`src/rtl/sha1_msg_padder.sv`:
```
// SHA-1 message padder: collects big-endian message words into 512-bit blocks,
// appends the 0x80 marker and 64-bit bit length, streams blocks to the core, latches the digest.
module sha1_msg_padder #(
  parameter int WORDSIZE = 32,
  parameter int WORDNUM  = 16,
  parameter int LENSIZE  = 64
) (
  input  logic                iClk,
  input  logic                reset,
  input  logic [WORDSIZE-1:0] iDat,
  input  logic                iValid,
  input  logic                iLast,
  input  logic [2:0]          iBytes,
  output logic                oReady,
  output logic [WORDSIZE-1:0] oCoreDat,
  output logic                oCoreValid,
  output logic                oCoreInitial,
  input  logic                iCoreReady,
  input  logic [159:0]        iCoreDigest,
  output logic [159:0]        oDigest,
  output logic                oDone
);

  localparam int IDXW = $clog2(WORDNUM);

  typedef enum logic [1:0] {S_FILL, S_PAD, S_SEND, S_WAIT} state_t;

  state_t              state_q, state_d;
  logic [WORDSIZE-1:0] blk_q [WORDNUM];
  logic [IDXW-1:0]     idx_q, lidx_q, cnt_q;
  logic [LENSIZE-1:0]  bitlen_q;
  logic [2:0]          lbytes_q;
  logic                first_q, pend_q, owe_q, final_q, done_q;
  logic [159:0]        digest_q;

  logic                xfer;
  logic [2:0]          bytes_w;
  logic [IDXW:0]       pad_pos;
  logic                wait_go;

  // Keep the valid leading bytes, place the 0x80 marker right after them, zero the rest.
  // A full last word (nb==4) pushes the marker into a fresh word of its own.
  function automatic logic [WORDSIZE-1:0] pad_word(input logic [WORDSIZE-1:0] w,
                                                   input logic [2:0] nb);
    case (nb)
      3'd1:    pad_word = {w[31:24], 24'h80_0000};
      3'd2:    pad_word = {w[31:16], 16'h8000};
      3'd3:    pad_word = {w[31:8], 8'h80};
      default: pad_word = 32'h8000_0000;
    endcase
  endfunction

  assign xfer    = iValid && (state_q == S_FILL);
  assign bytes_w = (iBytes > 3'd4) ? 3'd4 : iBytes;
  assign pad_pos = (lbytes_q == 3'd4) ? ({1'b0, lidx_q} + (IDXW+1)'(1)) : {1'b0, lidx_q};
  // The core only drops ready a cycle after word 0, so its first two WAIT cycles are stale.
  assign wait_go = (state_q == S_WAIT) && (cnt_q >= IDXW'(2)) && iCoreReady;

  always_comb begin
    state_d      = state_q;
    oReady       = 1'b0;
    oCoreValid   = 1'b0;
    oCoreInitial = 1'b0;
    oCoreDat     = '0;
    case (state_q)
      S_FILL: begin
        oReady = 1'b1;
        if (xfer) begin
          if (iLast) state_d = S_PAD;
          else if (idx_q == IDXW'(WORDNUM-1)) state_d = S_SEND;
        end
      end
      S_PAD: state_d = S_SEND;
      S_SEND: begin
        oCoreValid   = 1'b1;
        oCoreDat     = blk_q[cnt_q];
        oCoreInitial = first_q && (cnt_q == '0);
        if (cnt_q == IDXW'(WORDNUM-1)) state_d = S_WAIT;
      end
      S_WAIT: if (wait_go) state_d = (!final_q && pend_q) ? S_SEND : S_FILL;
      default: state_d = S_FILL;
    endcase
  end

  always_ff @(posedge iClk) begin
    if (reset) begin
      state_q  <= S_FILL;
      idx_q    <= '0;
      cnt_q    <= '0;
      bitlen_q <= '0;
      first_q  <= 1'b1;
      pend_q   <= 1'b0;
      owe_q    <= 1'b0;
      final_q  <= 1'b0;
      done_q   <= 1'b0;
      digest_q <= '0;
    end else begin
      state_q <= state_d;
      done_q  <= 1'b0;
      case (state_q)
        S_FILL: if (xfer) begin
          idx_q    <= idx_q + IDXW'(1);
          bitlen_q <= bitlen_q + (iLast ? LENSIZE'({bytes_w, 3'b000}) : LENSIZE'(WORDSIZE));
        end
        S_PAD: begin
          cnt_q <= '0;
          if (pad_pos <= (IDXW+1)'(WORDNUM-3)) final_q <= 1'b1;
          else begin
            pend_q <= 1'b1;
            owe_q  <= (pad_pos == (IDXW+1)'(WORDNUM));
          end
        end
        S_SEND: begin
          cnt_q <= cnt_q + IDXW'(1);
          if (cnt_q == '0) first_q <= 1'b0;
        end
        S_WAIT: begin
          if (cnt_q < IDXW'(2)) cnt_q <= cnt_q + IDXW'(1);
          else if (iCoreReady) begin
            idx_q <= '0;
            cnt_q <= '0;
            if (final_q) begin
              digest_q <= iCoreDigest;
              done_q   <= 1'b1;
              first_q  <= 1'b1;
              bitlen_q <= '0;
              final_q  <= 1'b0;
            end else if (pend_q) begin
              pend_q  <= 1'b0;
              owe_q   <= 1'b0;
              final_q <= 1'b1;
            end
          end
        end
        default: ;
      endcase
    end
  end

  // Block buffer is pure data and carries no reset.
  always_ff @(posedge iClk) begin
    case (state_q)
      S_FILL: if (xfer) begin
        blk_q[idx_q] <= iDat;
        lidx_q       <= idx_q;
        lbytes_q     <= bytes_w;
      end
      S_PAD: begin
        for (int i = 0; i < WORDNUM; i++) begin
          if ((IDXW+1)'(i) == pad_pos) blk_q[i] <= pad_word(blk_q[i], lbytes_q);
          else if ((IDXW+1)'(i) > pad_pos) blk_q[i] <= '0;
        end
        if (pad_pos <= (IDXW+1)'(WORDNUM-3)) begin
          blk_q[WORDNUM-2] <= bitlen_q[LENSIZE-1:WORDSIZE];
          blk_q[WORDNUM-1] <= bitlen_q[WORDSIZE-1:0];
        end
      end
      S_WAIT: if (wait_go && !final_q && pend_q) begin
        for (int i = 0; i < WORDNUM-2; i++) blk_q[i] <= '0;
        if (owe_q) blk_q[0] <= 32'h8000_0000;
        blk_q[WORDNUM-2] <= bitlen_q[LENSIZE-1:WORDSIZE];
        blk_q[WORDNUM-1] <= bitlen_q[WORDSIZE-1:0];
      end
      default: ;
    endcase
  end

  assign oDigest = digest_q;
  assign oDone   = done_q;

endmodule

```
`config.mk`:
```
export PLATFORM = sky130hd
export DESIGN_NAME = sha1_msg_padder
export DESIGN_NICKNAME = d
export VERILOG_FILES = /design/src/rtl/sha1_msg_padder.sv
export SDC_FILE = /design/constraint.sdc
export NUM_CORES = 1
export LEC_CHECK = 0
export CAP_MARGIN = 25
export CORE_ASPECT_RATIO = 1.1
export CORE_MARGIN = 2
export CORE_UTILIZATION = 51
export DETAILED_ROUTE_END_ITERATION = 6
export GPL_TIMING_DRIVEN = 0
export PLACE_DENSITY = 0.77
export SETUP_SLACK_MARGIN = 0.15
export SYNTH_ARGS = -nofsm -noshare
export SYNTH_HDL_FRONTEND = slang
export SYNTH_SLANG_ARGS = --single-unit
```
`constraint.sdc`:
```
create_clock -name iClk -period 2.9 [get_ports iClk]
set_clock_uncertainty 0.1 [all_clocks]
set_input_delay 0.435 -clock iClk [delete_from_list [all_inputs] [get_ports iClk]]
set_output_delay 0.435 -clock iClk [all_outputs]
set_load 0.005 [all_outputs]
```
### After elaboration in Yosys (flattened, before gate mapping)

Memories as Yosys holds them, arrays and structs flattened. A register that Yosys moved wholly into a read port is not among the register bits.
Index checks and enable logic that the tools add are counted.
W data, S select, Z words.

| operators by class | value |
|---|---|
| order comparisons | 20 |
| multiplexer cells | 366 |
| add/sub/neg operators | 4 |
| reductions and logical operators | 75 |
| bitwise logic cells | 143 |
| equal/unequal tests | 134 |

Operator list:

| cell | count |
|---|---|
| $pmux W32 S3 | 16 |
| $mux W8 | 140 |
| $mux W32 | 34 |
| $ne A3 B3 Y1 const B | 96 |
| $mux W64 | 4 |
| $mux W1 | 147 |
| $or A1 B1 Y1 | 140 |
| $pmux W64 S2 | 1 |
| $reduce_and A4 Y1 | 20 |
| $add A64 B6 Y64 | 1 |
| $reduce_and A3 Y1 | 16 |
| $eq A4 B5 Y1 const A | 8 |
| $gt A4 B5 Y1 const A | 8 |
| $reduce_and A2 Y1 | 18 |
| $mux W4 | 8 |
| $reduce_or A32 Y1 | 1 |
| $ne A2 B2 Y1 const B | 11 |
| $eq A3 B5 Y1 const A | 4 |
| $gt A3 B5 Y1 const A | 4 |
| $reduce_and A5 Y1 | 3 |
| $mux W2 | 6 |
| $pmux W4 S3 | 1 |
| $eq A2 B5 Y1 const A | 2 |
| $gt A1 B5 Y1 const A | 2 |
| 32 further kinds | 51 |

| storage, ports and cells | value |
|---|---|
| RAM bits | 512 |
| memories kept | 1 |
| input port bits | 200 |
| register bits | 246 |
| output and inout port bits | 196 |

Memory list:

| memory | words | width | read ports | clocked after Yosys merged registers in | write ports | line | text |
|---|---|---|---|---|---|---|---|
| blk_q | 16 | 32 | 1 | 1 | 16 | 29 | `logic [WORDSIZE-1:0] blk_q [WORDNUM];` |

### Depth between registers and ports, before layout

| logic depth | value |
|---|---|
| depth after elaboration | 12 |
| depth in mapped cells | 11 |
| mapped depth without buffers | 10 |

### Worst setup path after synthesis

Ideal clock, no wire load.

| timing path | value |
|---|---|
| path type | flip-flop to flip-flop |
| start point | register lidx_q[0] |
| end point | memory blk_q[6][16] (enable) |
| cell stages (with the launch flop) | 8 |
| buffers on the path | 1 |
| setup slack | -0.148 ns |
| arrival | 2.572 ns |
| cells stage by stage | edfxtp_1 > ha_1 > and4bb_2 > xor2_2 > nand3_1 > or4_1 > clkbuf_1 > o211ai_1 |

RTL lines:

| item | line | text |
|---|---|---|
| from (decl) | 30 | `logic [IDXW-1:0] idx_q, lidx_q, cnt_q;` |
| from (signal assigned) | 145 | `lidx_q <= idx_q;` |
| to (decl) | 29 |  |

==> reports/metrics.csv <==
stage,metric,value,unit
run_status,run status,"complete, but fails checks",
run_status,failing checks,"DRC, setup timing",
floorplan,Top-Level Pins,396,
pwr,switch share,28.27,%
routing,via count,31355,
job,Max-cap violations,0,
cells_and_area,share of layout cells above drive strength 1,23.46,%
sta,period utilization,122.7,%
yosys,sequential area share after synthesis,55.34,%
routing,Via-to-Cell Ratio,6.416,
pwr,Comb power frac,22.3,%
routing,Post-DRT Antenna Nets,0,
grt,vias in the first global route,29703,
sta,Hold WS,0.1169,ns
yosys,Syn Area/Cell,10.55,sq um
sta,min cycle time layout,3.558,ns
floorplan,Die W,250.8,microns
sta,setup TNS,-38.35,ns
routing,Routed WL,139700,microns
cts,hold buffer count at CTS,0,
cts,"CTS clk-pin slew, worst paths",0.06,ns
cells_and_area,final net count,4159,
sta,Slew Limit Fails,0,
yosys,post-synth cell types,82,
cells_and_area,filler instances,4335,
floorplan,core area,0.06627,sq mm
pwr,peak supply drop,0.5104,mV
worst_hold_path,HP Class,input port to flip-flop,
cts,CTS tree,built,
grt,gr usage total,37.22,%
pwr,Psw,8.566,mW
floorplan,number of placement rows,99,
pwr,sequential power share,40.7,%
cts,worst-case clock buffer depth,3,
grt,first-pass GRT wire length,189300,microns
routing,TritonRoute pass-1 iters,7,
critical_path,worst-path fanout max,8,
grt,largest net degree at the start of global routing,17,
pwr,Clk pwr share,36.9,%
cts,Clock Sinks,759,
critical_path,CP required,2.37,ns
grt,global route total overflow,0,
yosys,Syn Inst Count,3239,
cells_and_area,Syn-to-layout area delta,38.07,%
critical_path,Setup CP Type,flip-flop to output pin,
yosys,"Cell Area, Synth",0.03417,sq mm
grt,initial antenna violation count,21,
yosys,main flop type after synthesis,dfxtp_1,
critical_path,crit path capture type,output pin,
sta,Setup-failing EPs final,268,
routing,WL per Instance,28.60,microns
cts,Root Buffer,clkbuf_16,
placed_design,Port Buf Inserts,387,
placed_design,Final GP Congestion,1.018,
routing,detailed router's first-iteration violation count,4026,
sta,RSZ-0062 raised after global routing,yes,
cts,number of H-tree levels,3,
yosys,Mapped Nets,3451,
floorplan,die height,275.5,microns
pwr,Pint,21.74,mW
cells_and_area,multi-input logic area,0.01590,sq mm
placed_design,HPWL Detailed,93940,microns
floorplan,Initial Utilization,51.56,%
yosys,Ys Warns,0,
routing,residual DRC count,22,
sta,Fmax achieved,281.0,MHz
cells_and_area,Sequential Area,0.01893,sq mm
yosys,Seq cells post-synth,759,
cts,cts bufs inserted,80,
sta,Worst-Margin Slew,1.083,ns
sta,final worst setup slack,-0.6583,ns
critical_path,crit path DAT,3.02,ns
sta,max_slew headroom,27.83,%
critical_path,R2R setup slack,-0.35,ns
sta,Hold Fails Final Rpt,0,
pwr,PwrDens,642.4,mW/mm^2
cts,"Clk Latency, worst-skew pair",0.66,ns
floorplan,die area,0.06909,sq mm
critical_path,Worst setup SP type,flip-flop,
yosys,number of flops mapped to enable cells by yosys,371,
yosys,async set-or-reset flop fraction in the synthesized netlist,0,%
pwr,Static Leak,16.79,nW
-- cell usage after synthesis (all sizes together) (17+ instances only) --
master | count | area (sq um)
xnor2 | 51 | 446.7
and2 | 57 | 356.6
buf | 41 | 180.2
o21ai | 52 | 264.0
inv | 27 | 101.4
nor2 | 190 | 713.2
nor3 | 50 | 255.3
a21oi | 342 | 1723
nand3 | 82 | 410.4
nand4 | 20 | 131.4
nand2 | 721 | 2711
clkbuf | 231 | 867.1
nor4 | 17 | 150.1
edfxtp | 371 | 11140
nor2b | 27 | 168.9
dfxtp | 388 | 7767
and3 | 161 | 1007
a32o | 38 | 380.4
mux4 | 160 | 3603
a22o | 29 | 254.0
-- registers in the layout, summed over array words and instances (netlist names), named ones only --
register,cells
bitlen_q,61
blk_q,512
cnt_q,4
final_q,1
first_q,1
idx_q,4
lbytes_q,3
lidx_q,4
oDigest,160
oDone,1
owe_q,1
pend_q,1
state_q,2
-- stage by stage --
stage                     util, %  worst slack (ns)  instance area, sq um  power, mW  instances
final                       71.19           -0.6583                 47180      30.31       4887
after global routing        71.18           -0.6576                 47170      30.88       4884
after CTS                   68.74           -0.6055                 45550      29.35       4791
after detailed placement    59.41            -1.451                 39370      17.22       4489
after global placement      59.33            -1.983                 39320      17.10       4484
after floorplan                 -          0.003510                 34370      15.27       3239
-- timing repair --
item                                    in CTS  in global routing
endpoints found under the setup margin     924                771
resized for setup                          637                257
pin swaps                                   64                 94
cloned                                      11                  5
buffers inserted                           142                 77
-- final timing paths --
kind | to | depth (start not counted) | start
hold / removal | blk_q[13][1]$_SDFFE_PP0P_ | 3 | iDat[1]
setup reg to reg | blk_q[15][15]$_DFFE_PP_ | 9 | lbytes_q[2]$_DFFE_PP_
hold reg to reg | oDigest[82]$_SDFFE_PP0P_ | 2 | oDigest[82]$_SDFFE_PP0P_
setup / recovery | oCoreDat[15] | 7 | flip-flop
-- power by group through the flow --
stage | clock network [mW] | registers [mW] | logic (mW)
2_1_floorplan | 0 | 12.4 | 2.88
3_3_place_gp | 0 | 12.5 | 4.61
3_5_place_dp | 0 | 12.5 | 4.70
4_1_cts | 11.1 | 12.3 | 5.97
5_1_grt | 11.6 | 12.4 | 6.93
6_report | 11.2 | 12.3 | 6.77
-- metal layers --
layer	GRT usage, %	part of all wire [%]	vias to the layer above
li1	-	-	13094
met1	43.02	31	14806
met2	58.93	44	2617
met3	11.43	14	832
met4	27.66	10	6
met5	0	0.028	-
-- worst max-delay path, stage by stage (launching register included) --
cell       delay [ns]
dfxtp_4          0.43
clkbuf_16        0.22
clkbuf_16        0.18
buf_12           0.13
mux4_2           0.60
mux4_2           0.49
and2_4           0.17
buf_6            0.11
-- cell families after synthesis --
kind of cell | after synthesis | synth area share (%)
AO/OA/AOI/OAI | 559 | 9.975
XOR/XNOR | 58 | 1.509
adder cells (fa/ha/maj) | 12 | 0.4614
buffers and inverters | 299 | 3.362
flip-flops | 759 | 55.34
multiplexers | 168 | 10.79
AND/OR/NAND/NOR | 1384 | 18.56
-- final cells by class --
cell class | count | area share (%)
plain buffers | 271 | 3.782
repair buffers | 625 | 13.79
clock inverters | 35 | 1.003
well taps | 858 | 2.276
clock buffers | 115 | 5.026
flip-flops and latches | 759 | 40.12
multi-input cells | 2183 | 33.70
diodes | 14 | 0.07426
inverters | 27 | 0.2307
-- cell usage in the layout, fill, tap and decap left out, types with 20 or more instances in the layout --
cell type        count
buf_6              111
and3_1             161
inv_1               26
a21oi_1            324
and2_1              27
buf_4              119
mux4_2             160
clkdlybuf4s50_1    353
a22o_1              29
o21ai_0             32
nor2_1             156
a32o_1              38
and2_4              30
nand2_1            685
nor2b_1             23
nand3_1             71
clkbuf_1           158
edfxtp_1           371
nor3_1              37
clkbuf_8            20
xnor2_1             48
clkbuf_16           95
dfxtp_1            376
buf_12              39
clkbuf_2            46
nor2_4              20
Note: power is estimated with default switching activity, not from simulation.
